==> src/rtl/banco_registros_pkg.sv <==
// Shared widths and output-channel state encoding for the register bank.
package banco_registros_pkg;

  localparam int DATA_W_DEF = 8;
  localparam int ADDR_W_DEF = 3;

  typedef enum logic {
    ST_IDLE  = 1'b0,
    ST_VALID = 1'b1
  } estado_salida_t;

endpackage

==> src/rtl/banco_registros_puerto_salida.sv <==
// Output-port channel: latches a byte on request and holds it under valid/ack.
module puerto_salida
  import banco_registros_pkg::*;
#(
  parameter int DATA_W = DATA_W_DEF
) (
  input  logic              clk,
  input  logic              rst_n,
  input  logic              out_en,
  input  logic              ack,
  input  logic [DATA_W-1:0] dato,
  output logic [DATA_W-1:0] data_out,
  output logic              data_out_valid,
  output logic              busy,
  output logic              overrun
);

  estado_salida_t    state_reg, state_next;
  logic [DATA_W-1:0] data_reg;
  logic              overrun_reg;
  logic              load;
  logic              set_overrun;

  always_ff @(posedge clk or negedge rst_n) begin
    if (!rst_n) begin
      state_reg   <= ST_IDLE;
      data_reg    <= '0;
      overrun_reg <= 1'b0;
    end else begin
      state_reg <= state_next;
      if (load) data_reg <= dato;
      if (set_overrun) overrun_reg <= 1'b1;
    end
  end

  // A request arriving while occupied is never loaded, even if ack frees the channel that cycle.
  always_comb begin
    state_next  = state_reg;
    load        = 1'b0;
    set_overrun = 1'b0;
    case (state_reg)
      ST_IDLE: begin
        if (out_en) begin
          load       = 1'b1;
          state_next = ST_VALID;
        end
      end
      ST_VALID: begin
        if (out_en) set_overrun = 1'b1;
        if (ack) state_next = ST_IDLE;
      end
      default: state_next = ST_IDLE;
    endcase
  end

  assign data_out       = data_reg;
  assign data_out_valid = (state_reg == ST_VALID);
  assign busy           = data_out_valid;
  assign overrun        = overrun_reg;

endmodule

==> src/rtl/banco_registros.sv <==
// Eight-entry register bank with write-forwarding read ports and an output-port channel.
module banco_registros
  import banco_registros_pkg::*;
#(
  parameter int DATA_W = DATA_W_DEF,
  parameter int ADDR_W = ADDR_W_DEF
) (
  input  logic              clk,
  input  logic              rst_n,
  input  logic [DATA_W-1:0] Dato_Registro,
  input  logic              WE,
  input  logic [ADDR_W-1:0] DirW,
  input  logic [ADDR_W-1:0] DirX,
  input  logic [ADDR_W-1:0] DirY,
  output logic [DATA_W-1:0] RX,
  output logic [DATA_W-1:0] RY,
  input  logic              OUT_EN,
  output logic [DATA_W-1:0] DataOut,
  output logic              DataOut_Valid,
  input  logic              DataOut_Ack,
  output logic              Busy,
  output logic              Overrun
);

  localparam int DEPTH = 2 ** ADDR_W;

  logic [DATA_W-1:0] regs [DEPTH];

  always_ff @(posedge clk or negedge rst_n) begin
    if (!rst_n) begin
      for (int i = 0; i < DEPTH; i++) regs[i] <= '0;
    end else if (WE) begin
      regs[DirW] <= Dato_Registro;
    end
  end

  // Forward the incoming write so the selector and ALU see it in the same cycle.
  assign RX = (WE && (DirW == DirX)) ? Dato_Registro : regs[DirX];
  assign RY = (WE && (DirW == DirY)) ? Dato_Registro : regs[DirY];

  puerto_salida #(
    .DATA_W(DATA_W)
  ) u_puerto_salida (
    .clk           (clk),
    .rst_n         (rst_n),
    .out_en        (OUT_EN),
    .ack           (DataOut_Ack),
    .dato          (RX),
    .data_out      (DataOut),
    .data_out_valid(DataOut_Valid),
    .busy          (Busy),
    .overrun       (Overrun)
  );

endmodule

==> config.mk <==
export PLATFORM = sky130hd
export DESIGN_NAME = banco_registros
export DESIGN_NICKNAME = d
export VERILOG_FILES = /design/src/rtl/banco_registros_pkg.sv /design/src/rtl/banco_registros_puerto_salida.sv /design/src/rtl/banco_registros.sv
export SDC_FILE = /design/constraint.sdc
export NUM_CORES = 1
export LEC_CHECK = 0
export CORE_MARGIN = 2
export CORE_UTILIZATION = 50
export DETAILED_ROUTE_END_ITERATION = 6
export PLACE_DENSITY = 0.79
export SLEW_MARGIN = 5
export SYNTH_ARGS = -nofsm -noshare
export SYNTH_HDL_FRONTEND = slang
export SYNTH_SLANG_ARGS = --single-unit
==> constraint.sdc <==
create_clock -name clk -period 2.6 [get_ports clk]
set_input_delay 0.52 -clock clk [delete_from_list [all_inputs] [get_ports clk]]
set_output_delay 0.52 -clock clk [all_outputs]
set_load 0.005 [all_outputs]
==> impl_metrics.env <==
export IMPL_syn_nets=286
export IMPL_hold_class="input port to async pin"
export IMPL_cts_buffers=9
export IMPL_crit_path_max_incr_delay_ns=0.49
export IMPL_critPathBufInv=4
export IMPL_fmax_ghz=0.389
export IMPL_hold_worst_slack_ns=0.107
export IMPL_cp_required_ns=2.08
export IMPL_dr_total_vias=2847
export IMPL_drtPass1Iterations=4
export IMPL_synthCells=264
export IMPL_grt_pass1_wl_mm=17.1
export IMPL_clk_pin_slew_ns=0.08
export IMPL_netlist_area_um2=4050
export IMPL_drv_slew=0
export IMPL_place_inst=432
export IMPL_row_count=32
export IMPL_routed_via_density=6.16
export IMPL_crit_arrival_ns=2.05
export IMPL_yosysWarnings=0
export IMPL_slowest_stage="mux4_2"
export IMPL_clock_path_buffers=2
export IMPL_grtUsageTotal=0.265
export IMPL_insertion_delay_ns=0.35
export IMPL_drt_total_wl_mm=10.7
export IMPL_worstPathMaxFanout=8
export IMPL_die_area_um2=8840
export IMPL_cp_end_kind="output port"
export IMPL_largest_register="regs"
export IMPL_die_h_um=94.0
export IMPL_post_place_ws_ns=-0.705
export IMPL_wl_per_cell_um=23.1
export IMPL_cts_hold_buffers_added=0
export IMPL_drc_errors=0
export IMPL_layout_cells_most_common_list="mux2_2 (84), dfrtp_1 (74), buf_4 (40), mux4_2 (31), clkdlybuf4s50_1 (22)"
export IMPL_synth_cell_types=26
export IMPL_dr_first_iter_drc_count=126
export IMPL_gp_congestion=0.825
export IMPL_status="completed"
export IMPL_layoutNonFillerInstCount=462
export IMPL_fin_nets=377
export IMPL_critPathKind="input port to output port"
export IMPL_cp_start_kind="input port"
export IMPL_hold_viol_final=0
export IMPL_final_common_cell="mux2_2"
export IMPL_postLayoutSetupSlackWorst_ns=0.0280
export IMPL_r2r_setup_slack_ns=0.77
export IMPL_ys_seq_area_frac=0.457
export IMPL_largest_reg_flops=64
export IMPL_min_period_over_period=0.989
export IMPL_antenna_found_initial=0
export IMPL_htree_levels=3
export IMPL_max_slew_margin=0.644
export IMPL_portBuffers=48
export IMPL_grt_max_degree=34
export IMPL_yosys_area_top_type_share=0.457
export IMPL_drive_above_1_share=0.611
export IMPL_root_buffer="clkbuf_8"
export IMPL_cts_sinks=74
export IMPL_netlist_top_cells_area="dfrtp_1 (46%), mux2_2 (24%), mux4_2 (13%), mux4_1 (5.8%), mux2i_1 (2.0%)"
export IMPL_setup_viol=0
export IMPL_dieWidth_um=94.0
export IMPL_ant_nets=0
export IMPL_area_growth_pct=31.6
export IMPL_cap_violations=0
export IMPL_cp_cell_sequence="buf_8 -> buf_16 -> buf_4 -> mux4_2 -> mux2_2 -> mux2_4 -> clkbuf_2"
export IMPL_core_area_um2=7810
export IMPL_grt_pass1_vias=3151
export IMPL_detailed_place_area_um2=4910
export IMPL_cts_tree="built"
export IMPL_ys_ff_latch=74
export IMPL_tightestPinTransition_ns=0.533
export IMPL_stdcell_area_um2=5340
export IMPL_finClkSkew_ns=0.00665
export IMPL_start_util=0.519
export IMPL_power_density_nw_per_um2=701
export IMPL_cp_top_family="multiplexers"
export IMPL_io_pins=49
export IMPL_period_minus_slack_ns=2.57
export IMPL_synth_avg_cell_area_um2=15.4
export IMPL_place_hpwl_mm=6.96
export IMPL_vdd_ir_drop_max_mv=0.323
export IMPL_overflow=0
export IMPL_rsz0062_at_grt="no"
export IMPL_yosys_area_top_type="dfrtp_1"
export IMPL_power_w=0.00374
export IMPL_diodes=0
export IMPL_power_leakage_nw=2.27
[per-stage QoR]
stage          utilization  setup TNS (ns)
6_report             0.683               0
5_1_grt              0.683               0
4_1_cts              0.683         -0.0259
3_5_place_dp         0.628           -9.35
3_3_place_gp         0.628           -9.35
2_1_floorplan            -               0
[cells in the mapped netlist]
master and n:
nand2_1 2, mux2_2 87, nor2_1 8, nand2b_1 1
buf_12 1, nand4_2 1, nor3_1 1, mux4_2 23
inv_1 1, a21oi_1 8, buf_1 1, clkbuf_1 16
xnor2_1 6, mux4_1 9, dfrtp_1 74, mux2i_1 8
buf_6 2, buf_2 3, nand4_1 2, nor3_2 1
mux2_4 1, o21ai_0 1, nand4b_1 3, buf_4 1
nor3b_2 2, a21o_1 1
[layer usage]
layer | global-route usage | part of all wire | wire, µm
met1 | 0.327 | 0.40 | 4240
met2 | 0.438 | 0.50 | 5360
met3 | 0.0650 | 0.059 | 636
met4 | 0.126 | 0.042 | 452
met5 | 0 | 0 | 0
[cell families (layout without fill, tap and decap cells)]
kind of cell,count (synthesis),after routing,share of synthesized area
flops,74,74,0.457
xor+xnor,6,6,0.0130
mux,128,128,0.451
buf+inv,25,121,0.0327
simple gates,21,21,0.0333
compound gates,10,10,0.0130
[power by group]
group / leakage [nW] / switching (W) / internal (W)
clock: 0.0889 / 0.000466 / 0.000446
sequential: 0.885 / 0.000218 / 0.00143
combinational: 1.30 / 0.000392 / 0.000789
total: 2.27 / 0.00108 / 0.00267
[worst register-to-register path: stages, from the launching register on]
cell	delay, ns
dfrtp_1	0.42
mux4_2	0.49
mux2_2	0.28
mux2_2	0.28
mux2_2	0.26
[what timing repair did]
action | 4_1_cts | 5_1_grt
endpoints found under the setup margin | 16 | 15
pin swaps | 5 | 1
setup buffers | 9 | 2
resized for setup | 92 | 14
gates cloned | 4 | 0
[cell type report]
class,count,area (µm²)
Clock buffer,10,128
Clock inverter,6,66.3
Fill cell,510,2470
Inverter,1,3.75
Multi-Input combinational cell,165,2120
Sequential cell,74,1850
Tap cell,102,128
Timing Repair Buffer,104,1030
[final timing paths]
check | endpoint | depth (start not counted) | from
max | RX[5] | 7 | DirX[0]
min | regs[12]$_DFFE_PN0P_ | 1 | rst_n
max reg2reg | u_puerto_salida.data_out[2]$_DFFE_PN0P_ | 4 | regs[2]$_DFFE_PN0P_
min reg2reg | u_puerto_salida.overrun$_DFFE_PN0P_ | 1 | u_puerto_salida.overrun$_DFFE_PN0P_
max in group asynchronous | regs[47]$_DFFE_PN0P_ | 2 | rst_n
min in group clk | u_puerto_salida.overrun$_DFFE_PN0P_ | 1 | u_puerto_salida.overrun$_DFFE_PN0P_
(Power assumes the default switching activity.)
